$ cat config.mk
export PLATFORM = sky130hd
export DESIGN_NAME = eth_counter_tx
export DESIGN_NICKNAME = d
export VERILOG_FILES = /design/src/rtl/eth_counter_tx.sv
export SDC_FILE = /design/constraint.sdc
export NUM_CORES = 1
export LEC_CHECK = 0
export BUFFER_PORTS_ARGS = -buffer_cell sky130_fd_sc_hd__buf_2
export CORE_UTILIZATION = 61
export CTS_CLUSTER_SIZE = 28
export DETAILED_ROUTE_END_ITERATION = 6
export MAX_ROUTING_LAYER = met4
export PLACE_DENSITY_LB_ADDON = 0.08
export SYNTH_ARGS = -nofsm -noshare
export SYNTH_HDL_FRONTEND = slang
export SYNTH_SLANG_ARGS = --single-unit
$ cat constraint.sdc
create_clock -name CLK -period 7.01 [get_ports CLK]
set_clock_uncertainty 0.2 [all_clocks]
set_input_delay 0.3505 -clock CLK [delete_from_list [all_inputs] [get_ports CLK]]
set_output_delay 0.3505 -clock CLK [all_outputs]
set_load 0.05 [all_outputs]
$ cat src/rtl/eth_counter_tx.sv
// Counter-frame Ethernet transmitter: fixed header, sequence-stamped payload, optional FCS.
// Define ETH_COUNTER_FCS_EN to append a CRC-32 frame check sequence after the payload.
module eth_counter_tx #(
  parameter int          PAYLOAD_LEN = 46,
  parameter int          IFG_CYCLES  = 12,
  parameter int          CNT_W       = 32,
  parameter logic [47:0] DST_MAC     = 48'hFFFF_FFFF_FFFF,
  parameter logic [47:0] SRC_MAC     = 48'h0200_0000_0001,
  parameter logic [15:0] ETHERTYPE   = 16'h88B5
) (
  input  logic             CLK,
  input  logic             RST_N,
  input  logic             EN,
  output logic [7:0]       TX_TDATA,
  output logic             TX_TVALID,
  output logic             TX_TLAST,
  input  logic             TX_TREADY,
  output logic [CNT_W-1:0] FRAME_CNT,
  output logic             BUSY,
  output logic [2:0]       DBG_STATE
);

  // Stream handshake: a byte moves on a rising edge where TX_TVALID && TX_TREADY.
  // Once TX_TVALID is high, TX_TDATA/TX_TLAST hold until that transfer happens.

  localparam int           SEQ_BYTES = CNT_W / 8;
  localparam logic [111:0] HDR_BYTES = {DST_MAC, SRC_MAC, ETHERTYPE};
  localparam logic [10:0]  PAY_LAST  = 11'(PAYLOAD_LEN - 1);
  localparam logic [10:0]  GAP_LAST  = 11'(IFG_CYCLES - 1);

`ifdef ETH_COUNTER_FCS_EN
  typedef enum logic [2:0] {IDLE, HDR, PAY, FCS, GAP} state_e;
`else
  typedef enum logic [2:0] {IDLE, HDR, PAY, GAP} state_e;
`endif

  // With no inter-frame gap the frame ends straight back in IDLE.
  localparam state_e END_STATE = (IFG_CYCLES == 0) ? IDLE : GAP;

  state_e           state_q, state_d;
  logic [10:0]      idx_q, idx_d;
  logic [CNT_W-1:0] cnt_q, cnt_d;
  logic             xfer;

`ifdef ETH_COUNTER_FCS_EN
  logic [31:0] crc_q, crc_d;

  function automatic logic [31:0] crc_byte(input logic [31:0] c, input logic [7:0] d);
    logic [31:0] r;
    r = c;
    for (int b = 0; b < 8; b++) begin
      if (r[0] ^ d[b]) r = (r >> 1) ^ 32'hEDB8_8320;
      else             r = r >> 1;
    end
    return r;
  endfunction
`endif

  assign xfer      = TX_TVALID && TX_TREADY;
  assign BUSY      = (state_q != IDLE);
  assign DBG_STATE = state_q;
  // The sequence number and the completed-frame count always move together.
  assign FRAME_CNT = cnt_q;

  always_comb begin
    TX_TDATA  = 8'h00;
    TX_TVALID = 1'b0;
    TX_TLAST  = 1'b0;
    case (state_q)
      HDR: begin
        TX_TVALID = 1'b1;
        for (int k = 0; k < 14; k++) begin
          if (idx_q == 11'(k)) TX_TDATA = HDR_BYTES[8*(13-k) +: 8];
        end
      end
      PAY: begin
        TX_TVALID = 1'b1;
        TX_TDATA  = idx_q[7:0];
        for (int k = 0; k < SEQ_BYTES; k++) begin
          if (idx_q == 11'(k)) TX_TDATA = cnt_q[8*(SEQ_BYTES-1-k) +: 8];
        end
`ifndef ETH_COUNTER_FCS_EN
        TX_TLAST = (idx_q == PAY_LAST);
`endif
      end
`ifdef ETH_COUNTER_FCS_EN
      FCS: begin
        TX_TVALID = 1'b1;
        TX_TLAST  = (idx_q == 11'd3);
        case (idx_q[1:0])
          2'd0:    TX_TDATA = ~crc_q[7:0];
          2'd1:    TX_TDATA = ~crc_q[15:8];
          2'd2:    TX_TDATA = ~crc_q[23:16];
          default: TX_TDATA = ~crc_q[31:24];
        endcase
      end
`endif
      default: ;
    endcase
  end

  always_comb begin
    state_d = state_q;
    idx_d   = idx_q;
    cnt_d   = cnt_q;
`ifdef ETH_COUNTER_FCS_EN
    crc_d   = crc_q;
`endif
    case (state_q)
      IDLE: begin
        if (EN) begin
          state_d = HDR;
          idx_d   = 11'd0;
`ifdef ETH_COUNTER_FCS_EN
          crc_d   = 32'hFFFF_FFFF;
`endif
        end
      end
      HDR: begin
        if (xfer) begin
`ifdef ETH_COUNTER_FCS_EN
          crc_d = crc_byte(crc_q, TX_TDATA);
`endif
          if (idx_q == 11'd13) begin
            state_d = PAY;
            idx_d   = 11'd0;
          end else begin
            idx_d = idx_q + 11'd1;
          end
        end
      end
      PAY: begin
        if (xfer) begin
`ifdef ETH_COUNTER_FCS_EN
          crc_d = crc_byte(crc_q, TX_TDATA);
`endif
          if (idx_q == PAY_LAST) begin
            idx_d = 11'd0;
`ifdef ETH_COUNTER_FCS_EN
            state_d = FCS;
`else
            state_d = END_STATE;
            cnt_d   = cnt_q + CNT_W'(1);
`endif
          end else begin
            idx_d = idx_q + 11'd1;
          end
        end
      end
`ifdef ETH_COUNTER_FCS_EN
      FCS: begin
        if (xfer) begin
          if (idx_q == 11'd3) begin
            state_d = END_STATE;
            idx_d   = 11'd0;
            cnt_d   = cnt_q + CNT_W'(1);
          end else begin
            idx_d = idx_q + 11'd1;
          end
        end
      end
`endif
      GAP: begin
        if (idx_q == GAP_LAST) begin
          state_d = IDLE;
          idx_d   = 11'd0;
        end else begin
          idx_d = idx_q + 11'd1;
        end
      end
      default: state_d = IDLE;
    endcase
  end

  always_ff @(posedge CLK or negedge RST_N) begin
    if (!RST_N) begin
      state_q <= IDLE;
      idx_q   <= 11'd0;
      cnt_q   <= '0;
`ifdef ETH_COUNTER_FCS_EN
      crc_q   <= 32'hFFFF_FFFF;
`endif
    end else begin
      state_q <= state_d;
      idx_q   <= idx_d;
      cnt_q   <= cnt_d;
`ifdef ETH_COUNTER_FCS_EN
      crc_q   <= crc_d;
`endif
    end
  end

endmodule

### Word-level counts from Yosys, hierarchy flattened

Cells that the tools add are included.

* register bits: 46

* add/sub/neg operators: 2
* reduce and logical (&&, ||, !) cells: 9
* multiplexer cells: 35
* equal/unequal tests: 23

Operator list (count)
* 8-bit 2-to-1 mux: 18
* 11-bit by 4-bit == test with 1-bit output, second input constant: 6
* 11-bit 2-to-1 mux: 6
* 11-bit by 3-bit == test with 1-bit output, second input constant: 4
* 11-bit one-hot mux with 4 select lines: 1
* 32-bit by 1-bit adder with 32-bit output, second input constant: 1
* 11-bit by 2-bit == test with 1-bit output, second input constant: 2
* 3-bit 2-to-1 mux: 6
* 8-bit one-hot mux with 2 select lines: 1
* 2-bit inequality test, second input constant: 6
* 3-bit one-hot mux with 4 select lines: 1
* 11-bit by 1-bit adder with 11-bit output, second input constant: 1
* 11-bit by 1-bit == test with 1-bit output, second input constant: 1
* 11-bit by 6-bit == test with 1-bit output, second input constant: 1
* 11-bit zero test: 1
* 3-bit by 2-bit == test with 1-bit output, second input constant: 2
* 6-bit AND reduction: 1
* 4-bit AND reduction: 1
* 4-bit nonzero test: 1
* 3-bit by 1-bit == test with 1-bit output, second input constant: 1
* 3-bit zero test: 1
* 3-bit AND reduction: 1
* 3-bit nonzero test: 1
* 1-bit 2-to-1 mux: 2
* 2 further kinds: 2

### Depth between registers and ports, before layout

* depth in word-level cells: 16
* depth in mapped cells: 9

### Worst setup path before layout

OpenSTA, ideal clock, no wires.

* kind: register to output
* start: register idx_q[0]
* end: output TX_TDATA[0]
* arrival time: 2.972 ns
* slack: 3.487 ns
* cell stages (with the launch flop): 9
* cell sequence: dfrtp_1 inv_1 ha_1 clkbuf_1 or2_2 a211o_1 a211oi_1 nor2_1 o21ai_0

* word-level cells in the longest chain between the ends: 16
* elaborated cells between the ends (all ways): 33

Ends and longest elaborated chain
* start: declaration: line 41 `logic [10:0] idx_q, idx_d;`
* start signal: assignment: line 185 `idx_q <= idx_d;`
* 11-bit zero test: line 73, 80
* 8-bit 2-to-1 mux (14 in a row): line 73 `if (idx_q == 11'(k)) TX_TDATA = HDR_BYTES[8*(13-k) +: 8];`
* 8-bit one-hot mux with 2 select lines *: line 69 `case (state_q)`
* end: declaration: line 14 `output logic [7:0] TX_TDATA,`

Mark *: on every way between the ends. The rest lies on a longest branch, timed or not.

### Worst setup path after layout

* start: register idx_q[0]
* end: output TX_TDATA[5]

Same word-level chain as after synthesis.

==> impl_metrics.toml <==
[run_status]
status = "complete, no violations"

[cts]
holdBufCountCts = 0
cts_tree = "built"
clk_transition_reported_paths_ns = 0.09
htreeDepth = 2
cts.sinks = 45
numCtsBuffers = 5
post_cts_resized = 0
clk_latency_ns = 0.30
root_buffer = "clkbuf_8"
clockBufferDepth = 2
postCtsSetupBuffers = 0

[worst_setup_path]
path_cells = "inv_1 -> ha_1 -> or2_2 -> a211o_1 -> a211oi_1 -> nand3_1 -> o211ai_1 -> buf_2"
crit_type = "register to primary output"
crit_path_end_kind = "primary output"
path_buf_inv = 2
cp_slowest_stage_delay_ns = 0.51
crit_family = "compound AO/OA/AOI/OAI gates"
start_kind = "register"
cp_slowest_cell = "dfrtp_1"
critPathMaxFanout = 17
crit_arrival_ns = 3.07
required_ns = 6.46
timing.rr.start = "idx_q[1]$_DFFE_PN0P_"
cp-startpoint = "idx_q[0]$_DFFE_PN0P_"

[finish]
finish.utilization_pct = 71.5
final_cells = 451
drive_gt1_share_pct = 18.5
final_area_sq_mm = 0.00342
layout_common_cells = "buf_2 (48), dfrtp_1 (45), nand2_1 (32)"
fin_nets = 397
layout_commonest_cell = "buf_2"
syn2layout_area_growth_pct = 11.1
antenna-diode-count = 0

[synth]
async_reset_ff_share_pct = 100
yosysTopAreaCell = "dfrtp_1"
synth_ff_type = "dfrtp_1"
synth_warnings = 0
synthCells = 348
synth_top_cells_by_area = "dfrtp_1 (37%), xnor2_1 (5.4%), ha_1 (4.1%), nand2_1 (3.9%), nor2_1 (3.4%)"
synth_edf_count = 0
synth-seq-cells = 45
netlist_area_sq_mm = 0.00308
synth_cell_types = 59
syn_avg_cell_area_sq_um = 8.85
synth_nets = 362
seq_area_frac_synth_pct = 36.6
synth_top_area_share_pct = 36.6

[pwr]
p_leak_nw = 1.56
cellPowerDensity_mw_per_mm2 = 338
total_power_mw = 1.16
max-vdd-ir-drop_mv = 0.360

[floorplan]
io_pins = 50
dieArea_sq_mm = 0.00534
fp.dieH_microns = 73.1
initial_core_util_pct = 64.4
coreArea_sq_mm = 0.00479
rows = 25
die_w_microns = 73.1

[placement]
gp_congestion = 0.988
dp_slack_ns = 3.79
place.port_buffers = 48
placed_cell_area_sq_mm = 0.00331
place_inst = 443
post-dp-hpwl_mm = 5.70

[drt]
finalWirelength_mm = 7.70
via_count = 2791
routedWlPerCell_microns = 17.1
drt_iter0_drc = 252
firstDrtPassIters = 5
antenna_left = 0
drc = 0
routed_via_density = 6.19

[min_path]
hp-class = "input port to async pin"

[global_routing]
grt_max_degree = 46
grt_usage_pct = 31.6
grt_overflow = 0
grt_pass1_wl_mm = 12.5
grt_pass1_vias = 2448
antenna_found_initial = 0

[timing]
fin_hold_ws_ns = 0.00829
finalMaxSlewViolations = 0
worst_slew_pin_slew_ns = 0.995
period_share_pct = 51.6
setup_violations = 0
hold_violations = 0
layout_setup_ws_ns = 3.39
fin_setup_tns_ns = 0
fmax_mhz = 276
rsz0062_at_grt = "no"
slew_headroom_pct = 33.7
period_needed_ns = 3.62

[run]
max_cap_viol_count = 0
==> cells by family (layout without fill, tap and decap cells) <==
group / Yosys count / after routing / share of synthesized area [%]
AND/OR/NAND/NOR: 141 / 141 / 24.9
AO/OA/AOI/OAI: 77 / 77 / 19.1
flip-flops: 45 / 45 / 36.6
buffers and inverters: 40 / 76 / 5.44
XOR/XNOR: 31 / 31 / 8.81
adder cells (fa/ha/maj): 10 / 10 / 4.06
multiplexers: 3 / 3 / 0.975
other: 1 / 1 / 0.122
==> path summary, 6_finish.rpt <==
check	end	slack, ns	cells after the start
min in group CLK	FRAME_CNT[31]$_DFFE_PN0P_	0.31	1
max in group asynchronous	FRAME_CNT[4]$_DFFE_PN0P_	5.98	1
worst max register to register	FRAME_CNT[25]$_DFFE_PN0P_	3.89	7
worst min register to register	FRAME_CNT[31]$_DFFE_PN0P_	0.31	1
worst max-delay path	TX_TDATA[5]	3.39	8
worst min-delay path	idx_q[6]$_DFFE_PN0P_	0.008	1
==> worst register-to-register path: stages, from the launching register on <==
cell and delay, ns:
dfrtp_1 0.47, inv_1 0.12, ha_1 0.54, nand3_1 0.42
nor3_4 0.51, and2_0 0.41, and4_1 0.26, xor2_1 0.14
==> layout make-up <==
cell class | count | area [sq um]
timing repair buffer | 48 | 240
multi-input combinational | 263 | 1790
clock buffer | 6 | 72.6
fill | 407 | 1360
tap | 67 | 83.8
inverter | 20 | 75.1
sequential | 45 | 1130
clock inverter | 2 | 38.8
==> layer usage <==
layer	GRT usage, %	share of wire (%)
met5	-	0
met4	8.71	0.92
met3	7.18	8.3
met2	41.8	43
met1	47.8	48
==> cells in the mapped netlist, types with 2 or more instances <==
cell type	count
nand2_1	32
o22ai_1	3
or2_2	5
nor2b_1	4
and3_1	4
nor4_1	4
a22o_1	8
nor3_1	7
nand3_1	20
inv_1	20
or3_1	3
o2111ai_1	2
a22oi_1	2
mux2i_1	3
a211o_1	4
o221ai_1	7
clkbuf_1	13
a31oi_1	2
and4_1	5
nand2b_1	2
a211oi_1	5
dfrtp_1	45
a21oi_1	15
o211ai_1	2
and2_1	3
xor2_1	12
nor4_2	2
ha_1	10
buf_2	5
xnor2_1	19
nor2_1	28
o41ai_1	2
o21ai_0	13
nand4_1	12
==> sequential cells by signal, indices dropped and copies added (netlist names) <==
name       cells
DBG_STATE      2
FRAME_CNT     32
idx_q         11
==> where the power goes <==
part | internal, mW | switching (mW)
clock network | 0.107 | 0.0915
registers | 0.273 | 0.0289
logic | 0.191 | 0.464
total | 0.571 | 0.585
No activity file was read; power rests on OpenSTA's default activity.
